==> src/rtl/sdram_bridge_pkg.sv <==
// Shared types and constants for the CPU-slot to SDRAM-controller bridge.
package sdram_bridge_pkg;

  typedef enum logic [1:0] {
    IDLE = 2'd0,
    RD   = 2'd1,
    WR   = 2'd2,
    DONE = 2'd3
  } bridge_state_t;

  localparam int         BRIDGE_TIMEOUT_DEF = 255;
  localparam logic [7:0] DOUT_IDLE          = 8'hFF;

endpackage

==> src/rtl/sdram_bridge.sv <==
// Converts level-style CPU memory requests into one-cycle controller commands,
// stretches the CPU cycle while waiting, and serves repeat reads from a latch.
module sdram_bridge
  import sdram_bridge_pkg::*;
#(
  parameter int ADDR_W  = 25,
  parameter int TIMEOUT = BRIDGE_TIMEOUT_DEF
) (
  input  logic              clk_i,
  input  logic              reset_n_i,
  input  logic              upload_i,
  input  logic [ADDR_W-1:0] req_addr_i,
  input  logic [7:0]        req_din_i,
  input  logic              req_we_i,
  input  logic              req_rd_i,
  output logic [7:0]        req_dout_o,
  output logic              req_ready_o,
  output logic              cpu_wait_o,
  output logic [ADDR_W-1:0] mem_addr_o,
  output logic [7:0]        mem_din_o,
  output logic              mem_wr_o,
  output logic              mem_rd_o,
  input  logic              mem_ready_i,
  input  logic [7:0]        mem_dout_i,
  output logic              err_timeout_o
);

  localparam logic [7:0] TO_LAST = 8'(TIMEOUT - 1);

  bridge_state_t     state_q;
  logic [ADDR_W-1:0] mem_addr_q;
  logic [7:0]        mem_din_q;
  logic              mem_wr_q;
  logic              mem_rd_q;
  logic [7:0]        req_dout_q;
  logic              err_q;
  logic              served_q;
  logic              hit_valid_q;
  logic [ADDR_W-1:0] hit_addr_q;
  logic [7:0]        hit_data_q;
  logic [7:0]        cnt_q;
  logic              run_q;

  logic              start_s;
  logic              hit_s;
  logic              imm_s;
  logic [7:0]        imm_data_s;

  // Acceptance decode; reads answered without the controller (hit or upload) are "immediate".
  always_comb begin
    start_s = run_q & (state_q == IDLE) & (req_rd_i | req_we_i) & ~served_q;
    hit_s   = hit_valid_q & (req_addr_i == hit_addr_q);
    imm_s   = start_s & ~req_we_i & (upload_i | hit_s);
    if (upload_i) begin
      imm_data_s = DOUT_IDLE;
    end else begin
      imm_data_s = hit_data_q;
    end
  end

  // Bridge FSM with command, read-data, hit-latch and timeout registers.
  always_ff @(posedge clk_i or negedge reset_n_i) begin
    if (!reset_n_i) begin
      state_q     <= IDLE;
      mem_addr_q  <= '0;
      mem_din_q   <= 8'h00;
      mem_wr_q    <= 1'b0;
      mem_rd_q    <= 1'b0;
      req_dout_q  <= DOUT_IDLE;
      err_q       <= 1'b0;
      served_q    <= 1'b0;
      hit_valid_q <= 1'b0;
      hit_addr_q  <= '0;
      hit_data_q  <= 8'h00;
      cnt_q       <= 8'd0;
      run_q       <= 1'b0;
    end else begin
      run_q    <= 1'b1;
      mem_wr_q <= 1'b0;
      mem_rd_q <= 1'b0;
      if (!req_rd_i && !req_we_i) begin
        served_q <= 1'b0;
      end
      case (state_q)
        IDLE: begin
          if (start_s) begin
            if (imm_s) begin
              req_dout_q <= imm_data_s;
              served_q   <= 1'b1;
            end else begin
              mem_addr_q <= req_addr_i;
              mem_din_q  <= req_din_i;
              cnt_q      <= 8'd0;
              if (req_we_i) begin
                mem_wr_q <= 1'b1;
                state_q  <= WR;
              end else begin
                mem_rd_q <= 1'b1;
                state_q  <= RD;
              end
            end
          end
        end
        RD: begin
          if (mem_ready_i) begin
            req_dout_q  <= mem_dout_i;
            hit_addr_q  <= mem_addr_q;
            hit_data_q  <= mem_dout_i;
            hit_valid_q <= 1'b1;
            state_q     <= DONE;
          end else if (cnt_q == TO_LAST) begin
            req_dout_q <= DOUT_IDLE;
            err_q      <= 1'b1;
            state_q    <= DONE;
          end else begin
            cnt_q <= cnt_q + 8'd1;
          end
        end
        WR: begin
          if (mem_ready_i) begin
            if (mem_addr_q == hit_addr_q) begin
              hit_data_q <= mem_din_q;
            end
            state_q <= DONE;
          end else if (cnt_q == TO_LAST) begin
            err_q   <= 1'b1;
            state_q <= DONE;
          end else begin
            cnt_q <= cnt_q + 8'd1;
          end
        end
        DONE: begin
          served_q <= 1'b1;
          state_q  <= IDLE;
        end
        default: begin
          state_q <= IDLE;
        end
      endcase
      // Uploaded data bypasses the latch, so it can never be trusted during upload.
      if (upload_i) begin
        hit_valid_q <= 1'b0;
      end
    end
  end

  assign req_dout_o    = imm_s ? imm_data_s : req_dout_q;
  assign cpu_wait_o    = (start_s & ~imm_s) | (state_q == RD) | (state_q == WR);
  assign req_ready_o   = ((state_q == IDLE) & ~start_s) | (state_q == DONE);
  assign mem_addr_o    = mem_addr_q;
  assign mem_din_o     = mem_din_q;
  assign mem_wr_o      = mem_wr_q;
  assign mem_rd_o      = mem_rd_q;
  assign err_timeout_o = err_q;

endmodule

==> config.mk <==
export PLATFORM = sky130hd
export DESIGN_NAME = sdram_bridge
export DESIGN_NICKNAME = d
export VERILOG_FILES = /design/src/rtl/sdram_bridge_pkg.sv /design/src/rtl/sdram_bridge.sv
export SDC_FILE = /design/constraint.sdc
export NUM_CORES = 1
export LEC_CHECK = 0
export CAP_MARGIN = 20
export CORE_MARGIN = 5
export CORE_UTILIZATION = 52
export CTS_CLUSTER_SIZE = 40
export DETAILED_ROUTE_END_ITERATION = 8
export PLACE_DENSITY = 0.79
export SLEW_MARGIN = 25
export SYNTH_ARGS = -nofsm -noshare
export SYNTH_HDL_FRONTEND = slang
export SYNTH_SLANG_ARGS = --single-unit
==> constraint.sdc <==
create_clock -name clk_i -period 2.5 [get_ports clk_i]
set_input_delay 0.5 -clock clk_i [delete_from_list [all_inputs] [get_ports clk_i]]
set_output_delay 0.5 -clock clk_i [all_outputs]
set_load 0.1 [all_outputs]
; After elaboration in Yosys (flattened, before gate mapping)
; Index checks and enable logic that the tools add are counted.
[totals]
out_inout_bits = 46
word_cells = 101
ff_bits = 90
[classes]
reduce_logical = 18
eq_ne = 15
n_addsub = 1
mux = 36
n_bitwise = 18
[ops]
columns = cell, n
row1 = $mux W8, 12
row2 = $eq A25 B25 Y1, 2
row3 = $pmux W8 S2, 3
row4 = $mux W1, 14
row5 = $ne A2 B2 Y1 const B, 7
row6 = $reduce_and A3 Y1, 4
row7 = $mux W2, 5
row8 = $reduce_bool A2 Y1, 5
row9 = $add A8 B1 Y8 const B, 1
row10 = $and A1 B1 Y1, 8
row11 = $eq A8 B8 Y1 const B, 1
row12 = $pmux W2 S3, 1
row13 = $not A1 Y1, 5
row14 = $or A1 B1 Y1, 5
row15 = $reduce_and A5 Y1, 1
row16 = $eq A2 B2 Y1 const B, 2
row17 = $reduce_and A2 Y1, 2
row18 = $reduce_and A4 Y1, 1
row19 = $ne A3 B1 Y1 const B, 1
row20 = $ne A3 B3 Y1 const B, 1
row21 = $eq A2 B1 Y1 const B, 1
row22 = $logic_not A1 Y1, 2
row23 = $logic_not A2 Y1, 1
row24 = $pmux W1 S2, 1
row25 = other kinds (2), 2

; Longest topological paths before layout
[depth]
word_depth = 10
ltp_mapped = 9
mapped_depth_nobuf = 8

; Worst setup path before layout
; OpenSTA, ideal clock, no wires.
[synth_timing]
path_kind = input to output
startpoint = input req_addr_i[17]
endpoint = output req_dout_o[0]
n_path_buf = 2
path_slack_ns = -1.242
required_ns = 2.000
arrival_time_ns = 3.242
stages = 8
cell_sequence = xnor2_1 -> nand4_1 -> nor4_2 -> a21o_1 -> buf_2 -> buf_2 -> a21oi_1 -> a21oi_1
[synth_between]
elab_chain_cells = 5
[synth_lines]
columns = element, line
row1 = start: declaration, sdram_bridge.sv:12  ; input logic [ADDR_W-1:0] req_addr_i,
row2 = $eq A25 B25 Y1, sdram_bridge.sv:52  ; hit_s = hit_valid_q & (req_addr_i == hit_addr_q);
row3 = $and A1 B1 Y1, sdram_bridge.sv:52
row4 = $or A1 B1 Y1, sdram_bridge.sv:53  ; imm_s = start_s & ~req_we_i & (upload_i | hit_s);
row5 = $and A1 B1 Y1, sdram_bridge.sv:53
row6 = $mux W8, -
row7 = end: declaration, sdram_bridge.sv:16  ; output logic [7:0] req_dout_o,
; Every way passes these cells.

; Worst setup path in the final report
[layout_timing]
startpoint = input req_addr_i[8]
endpoint = output req_dout_o[6]
; Same word-level chain as after synthesis.

==> flow_metrics.py <==
metrics = {
    "sta": {
        "fin_crit_sh": 1.117,
        "worst_slew_pin_slew_ps": 705.6,
        "fin_skew_ps": 9.184,
        "final_max_slew_viol_count": 0,
        "fmax_ghz": 0.3580,
        "hold_viol": 0,
        "final.min_clock_period_ps": 2793,
        "setup_violations": 10,
        "worst_slack_ps": -293.1,
        "rsz0062_at_grt": "yes",
        "slew_headroom": 0.5296,
    },
    "drt": {
        "drc": 0,
        "drt_iter0_drc": 146,
        "wl_per_cell_um": 18.80,
        "firstDrtPassIters": 4,
        "route.vias.total": 3803,
        "drt_wl_total_um": 12500,
        "ant_nets": 0,
        "vias_per_cell": 5.719,
    },
    "job": {
        "drv_cap": 0,
    },
    "placement": {
        "routabilityCongestion": 0.8871,
        "place_area_um2": 6213,
        "post-place-ws_ps": -488.1,
        "hpwl_um": 8609,
        "portBuffers": 92,
    },
    "synthesis": {
        "synth_edf_count": 0,
        "synth_nets": 467,
        "ys_seq_area_frac": 0.4839,
        "ys_types": 47,
        "synth.most_common_cell": "dfrtp_1",
        "synth_area_leader_cell": "dfrtp_1",
        "yosys_warnings": 0,
        "synth_top_area_frac": 0.4390,
        "yosys_most_used_dff": "dfrtp_1",
        "syn-cell-area_um2": 4674,
        "synth_common_cells": "dfrtp_1, mux2_2, xnor2_1",
        "synth.area.top_cells": "dfrtp_1, mux2_2, xnor2_1, dfstp_2, a21oi_1",
        "async_flop_share": 1.000,
        "ys_ff_latch": 90,
        "synthCells": 413,
        "synth_area_per_cell_um2": 11.32,
    },
    "global_route": {
        "grt_pass1_wl_um": 20160,
        "grt_start_max_net_pins": 54,
        "first_global_vias": 3940,
        "grt_antenna_before_repair": 1,
        "overflow": 0,
        "track_usage": 0.2269,
    },
    "worst_setup_path": {
        "end_kind": "output port",
        "cp_max_fo": 5,
        "crit_path_start_kind": "input port",
        "worstSetupPathType": "in2out",
        "r2r-start": "hit_addr_q[9]",
        "rrSetupSlack_ps": 150,
        "r2r-end": "cnt_q[1]",
        "critPathRequiredTime_ps": 2000,
        "cp_data_arrival_time_ps": 2290,
        "timing.reg2reg.worst_path_depth": 10,
    },
    "finish": {
        "fillers": 550,
        "drive_above_1_share": 0.4029,
        "final_nets": 605,
        "fin_area_um2": 6711,
        "area_growth_pct": 43.58,
    },
    "die": {
        "rows": 34,
        "initial_core_util": 0.5360,
        "die_y_um": 104.8,
        "coreArea_um2": 8721,
        "die_w_um": 104.8,
        "die_area_um2": 10990,
        "ios": 93,
    },
    "hold_path": {
        "hp-class": "in2async",
    },
    "clock_network": {
        "clock_latency_ps": 380,
        "clockBufferDepth": 2,
        "hold_buffers": 0,
        "cts_root_buf": "clkbuf_8",
        "clk_pin_slew_ps": 90,
        "htree_num_levels": 3,
        "clock_sinks": 90,
        "cts_buffers": 9,
        "cts_tree": "done",
    },
    "run_status": {
        "violations": "negative setup slack",
        "status": "complete, but fails checks",
    },
}
==> repair_timing <==
| item | in CTS | in global routing |
|---|---|---|
| setup buffers | 6 | 10 |
| pin swaps | 22 | 14 |
| resized for setup | 32 | 14 |
| cloned | 1 | 0 |
| setup endpoints to repair | 10 | 13 |
==> how the worst max path moves through the flow <==
stage                   start            end  slack (ps)  cells after the start
3_5_place_dp    req_addr_i[9]  req_dout_o[6]        -490                     10
5_1_grt         hit_addr_q[9]  req_dout_o[6]        -410                      9
4_1_cts        hit_addr_q[12]  req_dout_o[6]        -340                      9
3_3_place_gp    req_addr_i[6]  req_dout_o[5]        -440                     10
2_1_floorplan  req_addr_i[24]  req_dout_o[0]        -170                      8
6_report        req_addr_i[8]  req_dout_o[6]        -290                     10
==> metrics by stage <==
step,TNS (ps),cells,hold WS (ps),utilization
after global placement,-14360,631,458.4,0.7125
after detailed placement,-17060,631,471.7,0.7125
after CTS,-2779,654,184.5,0.7534
after floorplan,-1336,413,204.4,-
final,-2336,665,167.3,0.7696
after global routing,-3627,665,216.5,0.7696
==> critical path, cell delays in order <==
cell and delay (ps):
clkdlybuf4s50_1 500, xnor2_1 120, nand4_1 130, nor3_2 170
buf_4 170, a21o_4 160, buf_12 140, a21oi_4 60
a21oi_4 140, buf_12 190
==> cell type report <==
class	count	area, µm²	area share
Tap cell	108	135.1	0.02013
Sequential cell	90	2262	0.3371
Clock buffer	10	137.6	0.02051
Antenna cell	1	2.502	0.0003729
Multi-Input combinational cell	297	2625	0.3911
Timing Repair Buffer	142	1408	0.2097
Inverter	11	45.04	0.006711
Clock inverter	6	96.34	0.01435
==> sequential cells by signal (all words and copies together) (netlist names) <==
name           count
run_q              1
req_dout_q         8
hit_addr_q        25
cnt_q              8
hit_data_q         8
mem_wr_o           1
mem_addr_o        25
mem_rd_o           1
hit_valid_q        1
served_q           1
err_timeout_o      1
state_q            2
mem_din_o          8
==> routing by layer <==
layer | up-vias | part of all wire | GRT usage
met1 | 1862 | 0.41 | 0.2958
met4 | 0 | 0.016 | 0.06393
met3 | 20 | 0.073 | 0.06412
met2 | 146 | 0.50 | 0.3714
met5 | - | 0 | 0
li1 | 1775 | - | -
==> cells in the final DEF, fill, tap and decap left out, types with 10 or more instances in the layout <==
master / instances
dfrtp_1: 82
buf_4: 78
mux2_2: 57
nor2_1: 33
xnor2_1: 28
clkdlybuf4s50_1: 21
a21oi_4: 18
dlygate4sd2_1: 18
buf_12: 17
nand3_1: 15
xor2_1: 12
mux2i_1: 11
xnor2_2: 10
nand4_1: 10
a21oi_1: 10
clkbuf_8: 10
==> cell families after synthesis <==
| group | count (synthesis) | share of synthesized area |
|---|---|---|
| AOI/OAI and AO/OA | 71 | 0.1055 |
| xor gates and xnor gates | 50 | 0.09368 |
| adders and majority gates | 7 | 0.01874 |
| buffers and inverters | 26 | 0.02650 |
| DFF | 90 | 0.4839 |
| muxes | 70 | 0.1657 |
| other | 1 | 0.0008022 |
| and+or+nand+nor | 98 | 0.1052 |
Power is not shown: default switching activity piles up to over one toggle a cycle in this logic, so the estimate is an artifact.
